`src/rtl/pong_pkg.sv`:
```
// Shared Pong types and screen geometry used by the paddle, ball and renderer blocks.
// Pure declarations: no logic, no latency, no flow control.
package pong_pkg;

    typedef enum logic [1:0] {IDLE, RAMP, CRUISE} paddle_state_t;
    typedef enum logic [1:0] {DIR_NONE, DIR_UP, DIR_DOWN} paddle_dir_t;

    localparam int SCREEN_W = 640;
    localparam int SCREEN_H = 480;

endpackage

```
`src/rtl/pong_tick_gen.sv`:
```
// Free-running divider: one-cycle tick every DIV clk cycles, the first one DIV cycles after reset.
// Tick is decoded from the counter register; there is no backpressure and the counter never stalls.
module pong_tick_gen #(
    parameter int DIV = 32768
) (
    input  logic clk,
    input  logic rst,
    output logic tick
);

    localparam int CW = $clog2(DIV);
    localparam logic [CW-1:0] LAST = CW'(DIV - 1);

    logic [CW-1:0] cnt;

    always_ff @(posedge clk or posedge rst) begin
        if (rst) begin
            cnt <= '0;
        end else if (cnt == LAST) begin
            cnt <= '0;
        end else begin
            cnt <= cnt + 1'b1;
        end
    end

    assign tick = (cnt == LAST);

endmodule

```
`src/rtl/paddle_ctrl.sv`:
```
// Paddle centre-line controller with button/auto tracking, speed ramp and recentre.
// Buttons reach the request 2 clk after the pin; position moves only on ticks; no backpressure.
module paddle_ctrl #(
    parameter int SCREEN_H    = 480,
    parameter int PADDLE_HALF = 20,
    parameter int Y_W         = 10,
    parameter int TICK_DIV    = 32768,
    parameter int MAX_SPEED   = 4,
    parameter int ACCEL_TICKS = 8,
    parameter int DEADBAND    = 4
) (
    input  logic           clk,
    input  logic           rst,
    input  logic           mv_up_n,
    input  logic           mv_down_n,
    input  logic           auto_en,
    input  logic [Y_W-1:0] ball_y,
    input  logic           recenter,
    output logic [Y_W-1:0] y_pos,
    output logic [3:0]     speed,
    output logic           moving,
    output logic           at_top,
    output logic           at_bottom
);

    import pong_pkg::*;

    localparam int AW = (ACCEL_TICKS > 1) ? $clog2(ACCEL_TICKS) : 1;
    localparam logic [Y_W:0]   Y_MIN    = (Y_W+1)'(PADDLE_HALF);
    localparam logic [Y_W:0]   Y_MAX    = (Y_W+1)'(SCREEN_H - PADDLE_HALF);
    localparam logic [Y_W-1:0] Y_CTR    = Y_W'(SCREEN_H / 2);
    localparam logic [Y_W:0]   DB       = (Y_W+1)'(DEADBAND);
    localparam logic [3:0]     SPD_MAX  = 4'(MAX_SPEED);
    localparam logic [AW-1:0]  ACC_LAST = AW'(ACCEL_TICKS - 1);

    logic          tick;
    logic [1:0]    up_sync;
    logic [1:0]    dn_sync;
    logic          up_req;
    logic          dn_req;
    paddle_state_t state;
    paddle_state_t nxt_state;
    paddle_dir_t   dir;
    paddle_dir_t   nxt_dir;
    paddle_dir_t   req;
    logic [3:0]    nxt_speed;
    logic [AW-1:0] acc;
    logic [AW-1:0] nxt_acc;
    logic          step_en;
    logic [Y_W:0]  pos_ext;
    logic [Y_W:0]  ball_ext;
    logic [Y_W:0]  step;
    logic [Y_W-1:0] nxt_y;

    pong_tick_gen #(.DIV(TICK_DIV)) u_tick (
        .clk  (clk),
        .rst  (rst),
        .tick (tick)
    );

    // Buttons idle high, so the synchronisers reset to the released level.
    always_ff @(posedge clk or posedge rst) begin
        if (rst) begin
            up_sync <= 2'b11;
            dn_sync <= 2'b11;
        end else begin
            up_sync <= {up_sync[0], mv_up_n};
            dn_sync <= {dn_sync[0], mv_down_n};
        end
    end

    assign up_req   = ~up_sync[1];
    assign dn_req   = ~dn_sync[1];
    assign pos_ext  = {1'b0, y_pos};
    assign ball_ext = {1'b0, ball_y};

    always_comb begin
        req = DIR_NONE;
        if (auto_en) begin
            if (ball_ext + DB < pos_ext) begin
                req = DIR_UP;
            end else if (ball_ext > pos_ext + DB) begin
                req = DIR_DOWN;
            end
        end else if (up_req && !dn_req) begin
            req = DIR_UP;
        end else if (dn_req && !up_req) begin
            req = DIR_DOWN;
        end
    end

    // speed always reports the step applied on the most recent tick.
    always_comb begin
        nxt_state = state;
        nxt_dir   = dir;
        nxt_speed = speed;
        nxt_acc   = acc;
        step_en   = 1'b0;
        if (req == DIR_NONE) begin
            nxt_state = IDLE;
            nxt_dir   = DIR_NONE;
            nxt_speed = '0;
            nxt_acc   = '0;
        end else if (state == IDLE || req != dir) begin
            nxt_state = (SPD_MAX == 4'd1) ? CRUISE : RAMP;
            nxt_dir   = req;
            nxt_speed = 4'd1;
            nxt_acc   = '0;
            step_en   = 1'b1;
        end else if (state == RAMP) begin
            step_en = 1'b1;
            if (acc == ACC_LAST) begin
                nxt_acc   = '0;
                nxt_speed = speed + 4'd1;
                if (speed + 4'd1 == SPD_MAX) begin
                    nxt_state = CRUISE;
                end
            end else begin
                nxt_acc = acc + 1'b1;
            end
        end else begin
            step_en = 1'b1;
        end
    end

    assign step = {{(Y_W-3){1'b0}}, nxt_speed};

    always_comb begin
        nxt_y = y_pos;
        if (step_en) begin
            if (nxt_dir == DIR_UP) begin
                nxt_y = (pos_ext < Y_MIN + step) ? Y_W'(Y_MIN) : Y_W'(pos_ext - step);
            end else begin
                nxt_y = (pos_ext + step > Y_MAX) ? Y_W'(Y_MAX) : Y_W'(pos_ext + step);
            end
        end
    end

    always_ff @(posedge clk or posedge rst) begin
        if (rst) begin
            state     <= IDLE;
            dir       <= DIR_NONE;
            acc       <= '0;
            y_pos     <= Y_CTR;
            speed     <= '0;
            moving    <= 1'b0;
            at_top    <= 1'b0;
            at_bottom <= 1'b0;
        end else if (recenter) begin
            state     <= IDLE;
            dir       <= DIR_NONE;
            acc       <= '0;
            y_pos     <= Y_CTR;
            speed     <= '0;
            moving    <= 1'b0;
            at_top    <= ({1'b0, Y_CTR} == Y_MIN);
            at_bottom <= ({1'b0, Y_CTR} == Y_MAX);
        end else if (tick) begin
            state     <= nxt_state;
            dir       <= nxt_dir;
            acc       <= nxt_acc;
            y_pos     <= nxt_y;
            speed     <= nxt_speed;
            moving    <= (nxt_state != IDLE);
            at_top    <= ({1'b0, nxt_y} == Y_MIN);
            at_bottom <= ({1'b0, nxt_y} == Y_MAX);
        end
    end

endmodule

```
`config.mk`:
```
export PLATFORM = sky130hd
export DESIGN_NAME = paddle_ctrl
export DESIGN_NICKNAME = d
export VERILOG_FILES = /design/src/rtl/pong_pkg.sv /design/src/rtl/pong_tick_gen.sv /design/src/rtl/paddle_ctrl.sv
export SDC_FILE = /design/constraint.sdc
export NUM_CORES = 1
export LEC_CHECK = 0
export ABC_AREA = 1
export CORE_MARGIN = 10
export CORE_UTILIZATION = 50
export DETAILED_ROUTE_END_ITERATION = 12
export PLACE_DENSITY = 0.68
export SYNTH_ARGS = -nofsm -noshare
export SYNTH_HDL_FRONTEND = slang
export SYNTH_HIERARCHICAL = 1
export SYNTH_SLANG_ARGS = --single-unit
```
`constraint.sdc`:
```
create_clock -name clk -period 6.58 [get_ports clk]
set_clock_uncertainty 0.05 [all_clocks]
set_input_delay 1.316 -clock clk [delete_from_list [all_inputs] [get_ports clk]]
set_output_delay 1.316 -clock clk [all_outputs]
set_load 0.05 [all_outputs]
```
==> out/qor.yml <==
clock_network:
  cts_buffer_depth: 2
  cts.sink_count: 43
  cts_made_buffers: 5
  clock-root-buffer: "clkbuf_8"
  cts_tree: "done"
  clk_latency_ps: 310
  clkTransAtPathRegs_ps: 90
  h-tree-depth: 2
power:
  ir_drop_uv: 140
  power_frac_seq_pct: 35.6
  power_frac_clock_pct: 19.2
  p_sw_share_pct: 44.4
  p_leak_nw: 2.37
  p_per_area_mw_per_mm2: 199
  netSwitchingPower_mw: 0.404
  combPwrFrac_pct: 45.2
  p_int_mw: 0.506
sta:
  min_period_ps: 6060
  fmaxAchievable_mhz: 165
  finalMaxSlewViolations: 0
  rsz0062_at_grt: "no"
  worst_pin_slew_ps: 1100
  fin_ws_ps: 518
  setup_viol: 0
  fin_tns_setup_ps: 0
  slew_headroom_pct: 26.2
  fin_crit_sh_pct: 92.1
  hold_viol_final: 0
placed_design:
  gp_congestion: 1.01
  dp_hpwl_mm: 8.80
  port_buffers: 32
  dp_slack_ps: -54.1
  dp_cells: 710
critical_path:
  r2r-end: "at_top$_DFFE_PP0P_"
  reg2reg_slack_ps: 1200
  reg2reg_depth: 32
  worstReg2RegStart: "y_pos[5]$_DFFE_PP1P_"
  endpoint: "at_top$_DFFE_PP0P_"
  start_kind: "input port"
  worstSetupStartpoint: "ball_y[2]"
  crit_fanout: 7
  required_ps: 6780
  path_class: "input port to flip-flop"
  cp_common_cell: "nand2_1"
  critical_path.max_stage_delay_ps: 530
  arrival_ps: 6260
  end_kind: "flip-flop"
  crit_path_top_delay_cell: "clkdlybuf4s50_1"
synth:
  synthArstFlopShare_pct: 100
  synthTopCellsByCount: "167 x nand2_1, 75 x inv_1, 56 x nor2_1"
  synth_compound_area_share_pct: 8.84
  yosys.area_share.xor_xnor_pct: 5.47
  synth-adder-area-share_pct: 12.3
  yosysUniqueCellTypes: 40
  synth-simple-area-share_pct: 37.2
  yosys.area.top_type: "dfrtp_1"
  ys_seq_area_share_pct: 27.3
  syn_avg_cell_area_um2: 6.88
  synth_nets: 632
  synth_top_family_by_area: "simple AND/OR/NAND/NOR gates"
  synth_top_area_share_pct: 22.0
  synth_ff_type: "dfrtp_1"
  syn-cell-area_mm2: 0.00398
  synthMuxAreaShare_pct: 0
  ys_top_cells_by_area: "dfrtp_1 22%, nand2_1 16%, ha_1 11%"
  yosysMostFrequentCell: "nand2_1"
  synthCells: 578
  yosysWarningCount: 6
  synth_edf_count: 0
  synth_seq_cells: 43
cells_and_area:
  nNetsFinal: 670
  area_growth_pct: 14.8
  drive_gt1_share_pct: 11.7
  nFillCells: 768
  n_antenna_cell: 0
  finalNonFillerCells: 719
floorplanning:
  core_mm2: 0.00773
  rows: 32
  num_io_pins: 33
  initial_core_util_pct: 51.5
  dieArea_mm2: 0.0119
  die_w_um: 109
  die-height_um: 109
route:
  via_count: 3814
  drt_wl_total_mm: 10.7
  viasPerCell: 5.30
  dr.pass1.iters: 5
  drt-wirelength-per-cell_um: 14.9
  ant_nets: 0
  drt_iter0_markers: 208
  drc: 0
global_routing:
  grt_max_degree: 29
  grt_usage_pct: 18.9
  antenna_found_initial: 0
  grt_pass1_wl_mm: 18.4
  grt_pass1_vias: 3808
  overflow: 0
flow_run:
  cap_violations: 0
min_path:
  min_path_type: "flip-flop to flip-flop"
run_status:
  status: "finished, final reports clean"
## flip-flops by register name, indices dropped and copies added, names as in the netlist
name,count
acc,3
at_bottom,1
at_top,1
dir,2
dn_sync,2
moving,1
speed,4
state,2
u_tick/cnt,15
up_sync,2
y_pos,10
## cell usage in the layout, fill, tap and decap left out, drive strengths merged
master,n
a21boi,1
a21o,3
a21oi,18
a22oi,3
buf,7
clkbuf,5
clkdlybuf4s50,32
clkinv,3
clkinvlp,1
dfrtp,35
dfstp,8
fa,2
ha,36
inv,82
nand2,182
nand3,49
nand3b,1
nand4,14
nor2,68
nor3,8
nor4,1
o211ai,1
o21ai,25
o21bai,2
o22ai,4
o31ai,1
or2,1
xnor2,2
xor2,22
## worst min path at each step
stage | from | to | slack [ps] | cells past startpoint
floorplan | dn_sync[0]$_DFF_PP1_ | dn_sync[1]$_DFF_PP1_ | 300 | 0
global placement | up_sync[0]$_DFF_PP1_ | up_sync[1]$_DFF_PP1_ | 300 | 0
detailed placement | dn_sync[0]$_DFF_PP1_ | dn_sync[1]$_DFF_PP1_ | 300 | 0
CTS | dn_sync[0]$_DFF_PP1_ | dn_sync[1]$_DFF_PP1_ | 310 | 0
global route | dn_sync[0]$_DFF_PP1_ | dn_sync[1]$_DFF_PP1_ | 320 | 0
finish | dn_sync[0]$_DFF_PP1_ | dn_sync[1]$_DFF_PP1_ | 310 | 0
## power by group through the flow
stage / Clock [mW] / Sequential (mW) / Combinational, mW
after floorplan: 0 / 0.349 / 0.256
after global placement: 0 / 0.328 / 0.402
after detailed placement: 0 / 0.328 / 0.403
after CTS: 0.181 / 0.323 / 0.405
after global routing: 0.194 / 0.328 / 0.463
final: 0.175 / 0.324 / 0.412
## metrics by stage
| stage | utilization (%) | total power [mW] | hold WS (ps) | area, µm² |
|---|---|---|---|---|
| final | 59.1 | 0.910 | 310 | 4570 |
| after CTS | 58.5 | 0.909 | 311 | 4520 |
| after floorplan | - | 0.606 | 295 | 3980 |
| after global placement | 57.3 | 0.730 | 296 | 4430 |
| after detailed placement | 57.3 | 0.731 | 298 | 4430 |
| after global routing | 59.1 | 0.984 | 321 | 4570 |
## kinds of logic (layout without fill, tap and decap cells)
kind of cell    after synthesis  in the layout
buf+inv                      91            130
compound gates               58             58
xor+xnor                     24             24
fa+ha+maj                    38             38
flops                        43             43
simple gates                324            324
## critical path: cells and delay by family
family          cells  cell delay, ps
compound gates      2             420
xor+xnor            2             400
fa+ha+maj           4            1240
buf+inv             3             660
simple gates       24            2230
## cell type report
class | count | area (µm²) | area share [%]
inverters | 83 | 312 | 6.82
repair buffers | 39 | 373 | 8.16
clock inverters | 3 | 25.0 | 0.548
flip-flops and latches | 43 | 1090 | 23.8
clock buffers | 5 | 68.8 | 1.51
multi-input cells | 444 | 2580 | 56.4
well taps | 102 | 128 | 2.79
## metal layers
metal / up-vias / part of all wire [%] / GRT usage [%]
met5: - / 0 / 0
met4: 0 / 2.3 / 6.69
met3: 20 / 6.2 / 3.54
met2: 113 / 47 / 31.9
met1: 1759 / 44 / 23.7
li1: 1922 / - / -
## timing repair
action | 4_1_cts | 5_1_grt
endpoints found under the setup margin | 0 | 8
gates resized for setup | 0 | 9
endpoints found under the hold margin | 0 | 0
hold buffers | 0 | 0
buffers inserted | 0 | 1
Power figures use the tool's default switching activity.
==> patch (config.mk and constraints unchanged) <==
The 3 values of `paddle_dir_t` get a one-hot encoding in 3 bits.
--- a/src/rtl/pong_pkg.sv
+++ b/src/rtl/pong_pkg.sv
@@ -3,7 +3,7 @@
 package pong_pkg;
 
     typedef enum logic [1:0] {IDLE, RAMP, CRUISE} paddle_state_t;
-    typedef enum logic [1:0] {DIR_NONE, DIR_UP, DIR_DOWN} paddle_dir_t;
+    typedef enum logic [2:0] {DIR_NONE = 3'b001, DIR_UP = 3'b010, DIR_DOWN = 3'b100} paddle_dir_t;
 
     localparam int SCREEN_W = 640;
     localparam int SCREEN_H = 480;
Behaviour: same outputs for any inputs over 10 cycles, from zero or initial values and one cycle with rst high; not proved beyond that.
==> patch against the original RTL <==
  * Highest routed layer unchanged
  * Power increased by 12%
  * Global-route usage decreased by 2.6 points
  * Sequential power increased by 5%
  * Setup slack improved by 23 ps
  * Design area increased by 2.0%
  * Synthesized area increased by 4.0%
  * Via count decreased by 0.47%
  * First-iteration DRC count decreased by 15%
  * Sequential cell count increased by 1
  * Final cell count increased by 1.4%
  * Maximum frequency increased by 0.38%
  * Wire length decreased by 4.5%
==> patch: results (changes against the original RTL) <==
INFO  metric synth_common_cells = 156 x nand2_1, 79 x inv_1, 66 x nor2_1
INFO  metric synth-seq-area-share = 26.89% (-0.41 points)
INFO  metric rows = 33 (+3.1%)
INFO  metric worst_hold_startpoint = up_sync[0]
INFO  metric final_nets = 679 (+1.3%)
INFO  metric n_antenna_cell = 0 (unchanged)
INFO  metric detailroute.via_count = 3796 (-0.47%)
INFO  metric routabilityCongestion = 0.9102 (-10%)
INFO  metric switching_power = 0.4448 mW (+10%)
INFO  metric cp.arrival = 6230 ps (-30 ps)
INFO  metric largest_net_degree_at_the_start_of_global_routing = 30 (+3.4%)
INFO  metric reg2reg_setup_slack = 990 ps (-210 ps)
INFO  metric multi_input_gate_share_of_total_cell_area = 56.70% (+0.30 points)
INFO  metric timing_worst_slew_pin_value = 1097 ps (-5.940 ps)
INFO  metric r2r-end = at_bottom
INFO  metric regToRegStartpoint = y_pos[4]
INFO  metric clock_tree.buffer_depth = 2 (unchanged)
INFO  metric wirelength = 10210 um (-4.5%)
INFO  metric hold_slack = 311.6 ps (+1.587 ps)
INFO  metric post_synthesis_mux_area_share = 0.2722% (+0.27 points)
INFO  metric synth_adder_area_share = 12.46% (+0.13 points)
INFO  metric placed_cell_area = 0.004508 sq mm (+1.8%)
INFO  metric synth_cell_types = 43 (+7.5%)
INFO  metric final-seq-area = 0.001112 sq mm (+2.4%)
INFO  metric clockBufferCount = 6 (+1)
INFO  metric synth_cells = 593 (+2.6%)
INFO  metric p_leak = 2.403 nW (+1.4%)
INFO  metric reg2regPathDepth = 38 (+19%)
INFO  metric timing.critical_path.fanout_max = 5 (-2)
INFO  metric leading_cell_types_by_total_area_after_synthesis = dfrtp_1 21%, nand2_1 14%, ha_1 11%, inv_1 7.2%, nor2_1 6.0%
INFO  metric grt_first_pass_wirelength = 17350 um (-5.7%)
INFO  metric synth-compound-area-share = 9.982% (+1.1 points)
INFO  metric firstDrtPassIters = 4 (-1)
INFO  metric dp.final_hpwl = 8069 um (-8.3%)
INFO  metric average_routed_wire_per_standard_cell = 14.01 um (-5.8%)
INFO  metric buf_share = 7.463% (-0.70 points)
INFO  metric first_global_vias = 3684 (-3.3%)
INFO  metric dpl.cell_count = 721 (+1.5%)
INFO  metric clock-sinks = 44 (+2.3%)
INFO  metric yosys.area_share.xor_xnor = 5.293% (-0.18 points)
INFO  metric preCtsSetupSlack = -31.40 ps (+22.72 ps)
INFO  metric mappedNetlistNets = 649 (+2.7%)
INFO  metric drt_iter0_drc = 177 (-15%)
INFO  metric ir_drop = 0.2376 mV (+69%)
INFO  metric worst_setup_path_startpoint = ball_y[3]
INFO  metric result_of_the_run = completed
INFO  metric grtUsageTotal = 16.32% (-2.6 points)
INFO  metric nNonClkInverters = 85 (+2.4%)
patch: worst max path at each step:
stage / depth (start not counted) / to / slack [ps]
global route: 38 / at_top / -2
detailed placement: 40 / at_top / -30
floorplan: 39 / at_top / 1250
global placement: 40 / at_top / 100
finish: 39 / at_bottom / 540
CTS: 40 / at_top / 270
patch: routing by layer:
layer / track usage (%) / share of wire, % / routed length (um)
met5: 0 / 0 / 0
met2: 28.07 / 49 / 4999
met3: 1.948 / 4.4 / 452
met1: 20.80 / 46 / 4658
met4: 4.688 / 1.0 / 104
patch: power groups by stage:
stage,logic [mW],clock network (mW),registers (mW)
floorplan,0.329,0,0.364
detailed placement,0.474,0,0.343
finish,0.480,0.204,0.339
global route,0.544,0.218,0.343
CTS,0.476,0.212,0.338
global placement,0.467,0,0.342
patch: cell families (layout without fill, tap and decap cells):
logic type,count (synthesis),in the layout
simple gates,317,317
fa+ha+maj,40,40
buf+inv,97,128
mux,1,1
xor+xnor,25,25
flops,44,44
compound gates,69,69
